--- src/rtl/mem_ctrl_pkg.sv ---
// Shared definitions for the byte-serial memory controller: FSM state
// encoding, mem_size codes and width constants.
package mem_ctrl_pkg;

   typedef enum logic [1:0] {
      IDLE = 2'b00,
      RD   = 2'b01,
      WR   = 2'b10,
      DONE = 2'b11
   } state_t;

   localparam logic [1:0] SZ_BYTE = 2'b00;
   localparam logic [1:0] SZ_HALF = 2'b01;
   localparam logic [1:0] SZ_WORD = 2'b10;

   localparam int unsigned BYTE_W     = 8;
   localparam int unsigned WORD_BYTES = 4;
   localparam int unsigned CNT_W      = 3;

   // Number of bytes moved for a mem_size code; 11 is treated as a word.
   function automatic logic [CNT_W-1:0] size_bytes(input logic [1:0] size);
      case (size)
         SZ_BYTE: size_bytes = CNT_W'(1);
         SZ_HALF: size_bytes = CNT_W'(2);
         default: size_bytes = CNT_W'(WORD_BYTES);
      endcase
   endfunction

endpackage

--- src/rtl/mem_ctrl.sv ---
// Byte-serial memory controller arbitrating instruction fetches and
// data loads/stores onto a single 8-bit RAM port (one-cycle read latency).
module mem_ctrl
   import mem_ctrl_pkg::*;
#(
   parameter int ADDR_W = 32,
   parameter int DATA_W = 32
) (
   input  logic              clk,
   input  logic              rst,
   input  logic              rdy,
   input  logic              if_req,
   input  logic [ADDR_W-1:0] if_addr,
   input  logic              mem_req,
   input  logic              mem_we,
   input  logic [1:0]        mem_size,
   input  logic [ADDR_W-1:0] mem_addr,
   input  logic [DATA_W-1:0] mem_wdata,
   input  logic [7:0]        ram_din,
   output logic [ADDR_W-1:0] ram_a,
   output logic [7:0]        ram_dout,
   output logic              ram_wr,
   output logic              if_done,
   output logic [DATA_W-1:0] if_inst,
   output logic              mem_done,
   output logic [DATA_W-1:0] mem_rdata,
   output logic              stall_if,
   output logic              stall_mem
);

   state_t             r_state;
   logic [CNT_W-1:0]   r_cnt;
   logic [CNT_W-1:0]   r_len;
   logic [ADDR_W-1:0]  r_addr;
   logic               r_is_fetch;
   logic [DATA_W-1:0]  r_wdata;
   logic [DATA_W-1:0]  r_data;

   logic               w_active;
   logic               w_abort;

   // RAM port is live only while the counter is still issuing addresses.
   assign w_active = ((r_state == RD) || (r_state == WR)) && (r_cnt < r_len);
   // A fetch whose requester went away is dropped; data accesses never are.
   assign w_abort  = (r_state == RD) && r_is_fetch && !if_req;

   // Transfer FSM: arbitration, byte counting and read-data assembly.
   always_ff @(posedge clk) begin
      if (rst) begin
         r_state    <= IDLE;
         r_cnt      <= '0;
         r_len      <= '0;
         r_addr     <= '0;
         r_is_fetch <= 1'b0;
         r_wdata    <= '0;
         r_data     <= '0;
      end else if (rdy) begin
         case (r_state)
            IDLE: begin
               r_cnt <= '0;
               if (mem_req) begin
                  r_addr     <= mem_addr;
                  r_len      <= size_bytes(mem_size);
                  r_is_fetch <= 1'b0;
                  r_wdata    <= mem_wdata;
                  r_data     <= '0;
                  r_state    <= mem_we ? WR : RD;
               end else if (if_req) begin
                  r_addr     <= if_addr;
                  r_len      <= CNT_W'(WORD_BYTES);
                  r_is_fetch <= 1'b1;
                  r_data     <= '0;
                  r_state    <= RD;
               end
            end
            RD: begin
               if (w_abort) begin
                  r_state <= IDLE;
                  r_cnt   <= '0;
               end else begin
                  // ram_din carries the byte addressed in the previous cycle.
                  if (r_cnt != '0)
                     r_data[(int'(r_cnt) - 1) * BYTE_W +: BYTE_W] <= ram_din;
                  if (r_cnt == r_len)
                     r_state <= DONE;
                  else
                     r_cnt <= r_cnt + CNT_W'(1);
               end
            end
            WR: begin
               if (r_cnt == r_len - CNT_W'(1))
                  r_state <= DONE;
               else
                  r_cnt <= r_cnt + CNT_W'(1);
            end
            DONE: begin
               r_state <= IDLE;
               r_cnt   <= '0;
            end
            default: r_state <= IDLE;
         endcase
      end
   end

   // RAM port drive decoded from state; write strobe is gated by rdy.
   always_comb begin
      ram_a    = '0;
      ram_dout = '0;
      ram_wr   = 1'b0;
      if (w_active) begin
         ram_a = r_addr + ADDR_W'(r_cnt);
         if (r_state == WR) begin
            ram_dout = r_wdata[int'(r_cnt) * BYTE_W +: BYTE_W];
            ram_wr   = rdy;
         end
      end
   end

   assign if_done   = (r_state == DONE) && r_is_fetch && rdy;
   assign mem_done  = (r_state == DONE) && !r_is_fetch && rdy;
   assign if_inst   = r_data;
   assign mem_rdata = r_data;
   assign stall_if  = if_req & ~if_done;
   assign stall_mem = mem_req & ~mem_done;

endmodule

--- config.mk ---
export PLATFORM = sky130hd
export DESIGN_NAME = mem_ctrl
export DESIGN_NICKNAME = d
export VERILOG_FILES = /design/src/rtl/mem_ctrl_pkg.sv /design/src/rtl/mem_ctrl.sv
export SDC_FILE = /design/constraint.sdc
export NUM_CORES = 1
export LEC_CHECK = 0
export CORE_MARGIN = 3
export CORE_UTILIZATION = 49
export CTS_CLUSTER_SIZE = 16
export DETAILED_ROUTE_END_ITERATION = 10
export PLACE_DENSITY = 0.91
export SYNTH_ARGS = -nofsm -noshare
export SYNTH_HDL_FRONTEND = slang
export SYNTH_SLANG_ARGS = --single-unit
--- constraint.sdc ---
create_clock -name clk -period 5.8 [get_ports clk]
set_input_delay 0.58 -clock clk [delete_from_list [all_inputs] [get_ports clk]]
set_output_delay 0.58 -clock clk [all_outputs]
set_load 0.02 [all_outputs]
==> results.cfg, run 1 <==
[timing]
fmax_ghz = 0.213
holdWs_ns = 0.456
finalSetupViolations = 0
hold_violations = 0
finClkSkew_ns = 0.00993
slew_viol_final = 0
finalCritPeriodShare_pct = 80.8
fin_crit_ns = 4.68
relSlewSlack_pct = 16.9
setup_tns_ns = 0
rsz0062_at_grt = false
worstMarginPinSlew_ns = 1.23

[critical_path]
r2r-start = r_cnt[0]
path_buf_inv = 1
ff2ff_setup_slack_ns = 1.32
cp_slowest_cell = dfxtp_1
cp_top_family = simple AND/OR/NAND/NOR gates
max_stage_delay_ns = 0.97
crit_chain = ha_1 -> fa_1 -> a21o_1 -> nand4_1 -> or4_1 -> a21oi_1 -> clkdlybuf4s50_1
regToRegEndpoint = if_inst[24]
cp-end-kind = output port
worstPathRequired_ns = 5.22
cp.arrival_ns = 4.10
setup.worst_path.start_class = flip-flop
rr_worst_depth = 10
cp_max_fo = 20
crit_type = reg -> out

[flow_run]
drv_cap = 0

[yosys]
netlist_top_cells_area = dfxtp_1, mux2i_1, nand2_1
synth-xor-area-share_pct = 2.47
avgSynthCellArea_sq_um = 8.47
yosys.area_share.adder_pct = 4.41
synth_top_flop_cell = dfxtp_1
ys_ff_latch = 105
synth_compound_area_share_pct = 17.4
yosysWarningCount = 0
yosys.area_share.simple_pct = 23.9
synth_top_area_cell = dfxtp_1
synth_edf_count = 0
synth.mux.area_fraction_pct = 9.63
yosysUniqueCellTypes = 52
synth_top_family_by_area = simple AND/OR/NAND/NOR gates
synthArstFlopShare_pct = 0
synth_top_area_share_pct = 34.3
syn_area_sq_um = 6130
syn_inst = 724
seq_area_frac_synth_pct = 34.3
synth_nets = 857

[place]
routabilityCongestion = 0.870
dpl.hpwl_um = 12900
io_buffers = 220

[clocking]
htreeDepth = 3
cts_root_buffer = clkbuf_16
postCtsHoldBufs = 0
cts_tree = built
cts.sinks = 105
post_cts_buffers = 0
ctsResizeCount = 0
max-clock-path-buffers = 2
clk_pin_slew_ns = 0.08
clk_latency_ns = 0.34
numCtsBuffers = 9

[run_status]
status = finished, final reports clean

[global_route]
grt_pass1_wl_um = 28300
grt_use_total_pct = 24.1
grt_overflow = 0
grt_pass1_vias = 5829
grt_antenna_before_repair = 0
grt_max_degree = 65

[floorplan]
initial_core_util_pct = 50.7
rows = 40
die_h_um = 118
coreArea_sq_um = 12100
die_x_um = 118
die-area_sq_um = 13900
boundaryPins = 221

[cells_and_area]
area_growth_pct = 38.6
antennaDiodeCount = 0
final_core_util_pct = 70.2
final_layout_size_suffix_gt1_share_pct = 4.15
fin_nets = 1020

[routing]
drt-total-wl_um = 17400
drt-initial-drc-count = 680
drt-pass1-iter-count = 7
ant_nets = 0
drc = 0
via_count = 6089
wl_per_cell_um = 16.4
via_per_inst = 5.74

[worst_hold_path]
min_to = r_wdata[29]
min-delay-start = r_wdata[29]
min_delay_path_depth = 2
hold_class = reg -> reg

[power_and_ir_drop]
p_leak_nw = 3.15
vdd_drop_max_v = 0.000147
powerDensity_nw_per_um2 = 233
logic make-up after synthesis:
family	count (synthesis)
adder cells (fa/ha/maj)	21
flip-flops	105
AND/OR/NAND/NOR	288
multiplexers	49
XOR/XNOR	14
buffers and inverters	96
AO/OA/AOI/OAI	151
Yosys cell counts, drive strengths merged (12+ instances only):
master,instances
ha,20
nand2,91
nor2,53
and3,39
nand3,23
nand4,12
a211oi,35
a221o,26
a21oi,52
clkbuf,33
nor2b,16
buf,42
dfxtp,105
mux2i,41
inv,21
flip-flops by register name, summed over array words and instances, names as in the netlist:
register    cells
r_len           3
r_addr         32
r_state         2
r_cnt           3
r_wdata        32
if_inst        32
r_is_fetch      1
power breakdown:
group | internal [mW] | switching (mW)
Clock | 0.352 | 0.282
Sequential | 0.782 | 0.0737
Combinational | 0.229 | 0.266
tightest hold or removal path, stage by stage, from the launching register on:
cell     delay [ns]
dfxtp_1        0.31
nand2_1        0.05
a21oi_1        0.05
per-stage QoR:
| step | total power [mW] | instance area, sq um | worst slack [ns] | cells |
|---|---|---|---|---|
| floorplan | 1.18 | 6130 | 1.96 | 724 |
| global placement | 1.35 | 8190 | 1.58 | 1044 |
| detailed placement | 1.36 | 8190 | 1.32 | 1044 |
| CTS | 1.99 | 8500 | 1.07 | 1060 |
| global route | 2.09 | 8500 | 0.753 | 1060 |
| finish | 1.98 | 8500 | 1.12 | 1060 |
cell type report:
class | instances | area [sq um]
Clock buffer | 10 | 239
Clock inverter | 6 | 72.6
Fill cell | 977 | 3610
Inverter | 21 | 78.8
Multi-Input combinational cell | 523 | 3560
Sequential cell | 105 | 2100
Tap cell | 168 | 210
Timing Repair Buffer | 227 | 2240
worst max path at each step:
stage | slack, ns | end | startpoint | depth (start not counted)
after floorplan | 1.96 | if_inst[0] | r_cnt[0] | 11
after global placement | 1.58 | ram_a[22] | r_cnt[0] | 7
after detailed placement | 1.32 | if_inst[24] | r_cnt[0] | 10
after CTS | 1.07 | ram_a[22] | r_cnt[0] | 7
after global routing | 0.75 | ram_a[22] | r_cnt[0] | 7
final | 1.12 | ram_a[22] | r_cnt[0] | 7
placed cells by master, fill, tap and decap left out, drive strengths merged, types with 2 or more instances in the layout:
cell	instances
a211oi	35
a21o	4
a21oi	52
a221o	26
a22o	8
a311oi	2
a31oi	2
and3	39
and4	4
buf	9
clkbuf	10
clkdlybuf4s50	218
clkinv	2
dfxtp	105
ha	20
inv	23
mux2i	41
mux4	8
nand2	91
nand2b	2
nand3	23
nand3b	7
nand4	12
nand4b	3
nor2	53
nor2b	16
nor3	7
nor4	9
o21ai	6
o31ai	9
o41ai	2
or3	5
or4	10
xnor2	11
metal layers:
layer | GRT usage [%] | share of wire [%]
met1 | 32.5 | 44
met2 | 40.0 | 48
met3 | 4.71 | 7.1
met4 | 5.64 | 1.2
met5 | 0 | 0
No activity file was read; power rests on OpenSTA's default activity.
==> inputs of run 2 (changes only) <==
--- a/config.mk
+++ b/config.mk
@@ -6,10 +6,10 @@
 export NUM_CORES = 1
 export LEC_CHECK = 0
 export CORE_MARGIN = 3
-export CORE_UTILIZATION = 49
+export CORE_UTILIZATION = 46
 export CTS_CLUSTER_SIZE = 16
 export DETAILED_ROUTE_END_ITERATION = 10
-export PLACE_DENSITY = 0.91
+export PLACE_DENSITY = 0.86
 export SYNTH_ARGS = -nofsm -noshare
 export SYNTH_HDL_FRONTEND = slang
 export SYNTH_SLANG_ARGS = --single-unit
==> constraint.sdc (replaced) <==
create_clock -name clk -period 4.8 [get_ports clk]
set_input_delay 0.48 -clock clk [delete_from_list [all_inputs] [get_ports clk]]
set_output_delay 0.48 -clock clk [all_outputs]
set_load 0.02 [all_outputs]
==> run 2 against run 1 <==
  * Routed wire length up 0.75%
  * Combinational power up 23%
  * Register-to-register slack worse by 0.15 ns
  * Die area up 6.2%
  * Clock-buffer cell count unchanged
  * Sequential share of layout area about the same
  * Clock power up 16%
  * Highest routed layer unchanged
==> results.cfg, run 2 (synthesis gave the netlist of run 1 again) <==
[place]
place_ws_ns = 1.20
dpl.hpwl_um = 13000
io_buffers = 220
routabilityCongestion = 0.841

[worst_hold_path]
hold_class = reg -> reg

[flow_run]
drv_cap = 0

[global_route]
grt_antenna_before_repair = 0
grt_pass1_vias = 5600
grt_pass1_wl_um = 27800
grt_overflow = 0
grt_max_degree = 46
grt_use_total_pct = 23.1

[cells_and_area]
antennaDiodeCount = 0
multi_input_area_sq_um = 3560
ff_latch_area_sq_um = 2100
final_cell_mix = clkdlybuf4s50_1, dfxtp_1, nand2_1
final_core_util_pct = 66.4
fin_nets = 1023
nFillCells = 1069
layout_commonest_cell = clkdlybuf4s50_1
area_growth_pct = 38.7
final_layout_size_suffix_gt1_share_pct = 4.25

[clocking]
post_cts_buffers = 0
cts_tree = built
postCtsHoldBufs = 0
cts.sinks = 105
numCtsBuffers = 9
ctsResizeCount = 0
htreeDepth = 3
clk_latency_ns = 0.35
max-clock-path-buffers = 2
clk_pin_slew_ns = 0.07
cts_root_buffer = clkbuf_16

[critical_path]
crit_type = reg -> out
ff2ff_setup_slack_ns = 1.17
setup.worst_path.start_class = flip-flop
cp.arrival_ns = 3.39
cp-end-kind = output port
crit_chain = ha_1 -> a21o_1 -> nand4_1 -> or4_1 -> a21oi_1 -> clkdlybuf4s50_1
cp-endpoint = ram_a[22]
cp_max_fo = 15
max_stage_delay_ns = 0.69
regToRegEndpoint = if_inst[10]
cp_slowest_cell = or4_1
r2r-start = r_cnt[0]
cp-startpoint = r_cnt[2]
worstPathRequired_ns = 4.32
rr_worst_depth = 11

[timing]
finalSetupViolations = 0
fmax_ghz = 0.259
rsz0062_at_grt = false
hold_violations = 0
setup_tns_ns = 0
finClkSkew_ns = 0.00631
relSlewSlack_pct = 27.2
slew_viol_final = 0
layout_setup_ws_ns = 0.935
finalCritPeriodShare_pct = 80.5
worstMarginPinSlew_ns = 1.09
fin_crit_ns = 3.87

[floorplan]
rows = 41
die_x_um = 121
boundaryPins = 221
coreArea_sq_um = 12800
die_h_um = 121
die-area_sq_um = 14800
initial_core_util_pct = 47.8

[power_and_ir_drop]
p_leak_nw = 3.16
powerDensity_nw_per_um2 = 279
vdd_drop_max_v = 0.000168
total_power_mw = 2.37

[routing]
wl_per_cell_um = 16.4
drt-initial-drc-count = 451
drc = 0
ant_nets = 0
drt-total-wl_um = 17500
via_per_inst = 5.67
via_count = 6040
drt-pass1-iter-count = 5

[run_status]
status = finished, final reports clean
[run 2: through the flow]
step           area [sq um]  hold slack [ns]  std cells
5_1_grt                8510            0.473       1066
3_5_place_dp           8220            0.446       1051
3_3_place_gp           8220            0.440       1051
4_1_cts                8510            0.457       1066
2_1_floorplan          6130            0.433        724
6_report               8510            0.455       1066
[run 2: cell type report]
class	count	share of cell area (%)
repair buffers	230	26.6
clock inverters	5	0.720
flip-flops and latches	105	24.7
well taps	172	2.53
multi-input cells	523	41.8
clock buffers	10	2.69
inverters	21	0.926
[run 2: report_power, final]
group	internal, mW	switching, mW	leakage, nW
logic	0.279	0.332	2.16
registers	0.945	0.0786	0.856
clock network	0.407	0.331	0.144
total	1.63	0.742	3.16
[run 2: per-layer routing]
| metal | up-vias | GRT usage [%] | wire, um |
|---|---|---|---|
| met5 | - | 0 | 0 |
| met3 | 30 | 4.71 | 1210 |
| li1 | 2961 | - | - |
| met2 | 234 | 37.1 | 8140 |
| met4 | 0 | 9.10 | 376 |
| met1 | 2815 | 30.5 | 7790 |
[run 2: how the worst min path moves through the flow]
stage	startpoint	endpoint	slack, ns	depth (start not counted)
floorplan	r_wdata[16]	r_wdata[16]	0.43	2
global placement	r_wdata[9]	r_wdata[9]	0.44	2
detailed placement	r_wdata[24]	r_wdata[24]	0.45	2
CTS	r_wdata[24]	r_wdata[24]	0.46	2
global route	r_wdata[13]	r_wdata[13]	0.47	2
finish	r_wdata[24]	r_wdata[24]	0.45	2
[run 2: critical path: cells and delay by family, from the launching register on]
family                     cells  cell delay (ns)
AOI/OAI and AO/OA              2             0.35
adders and majority gates      1             0.42
buffers and inverters          1             0.65
DFF                            1             0.42
and+or+nand+nor                2             1.21
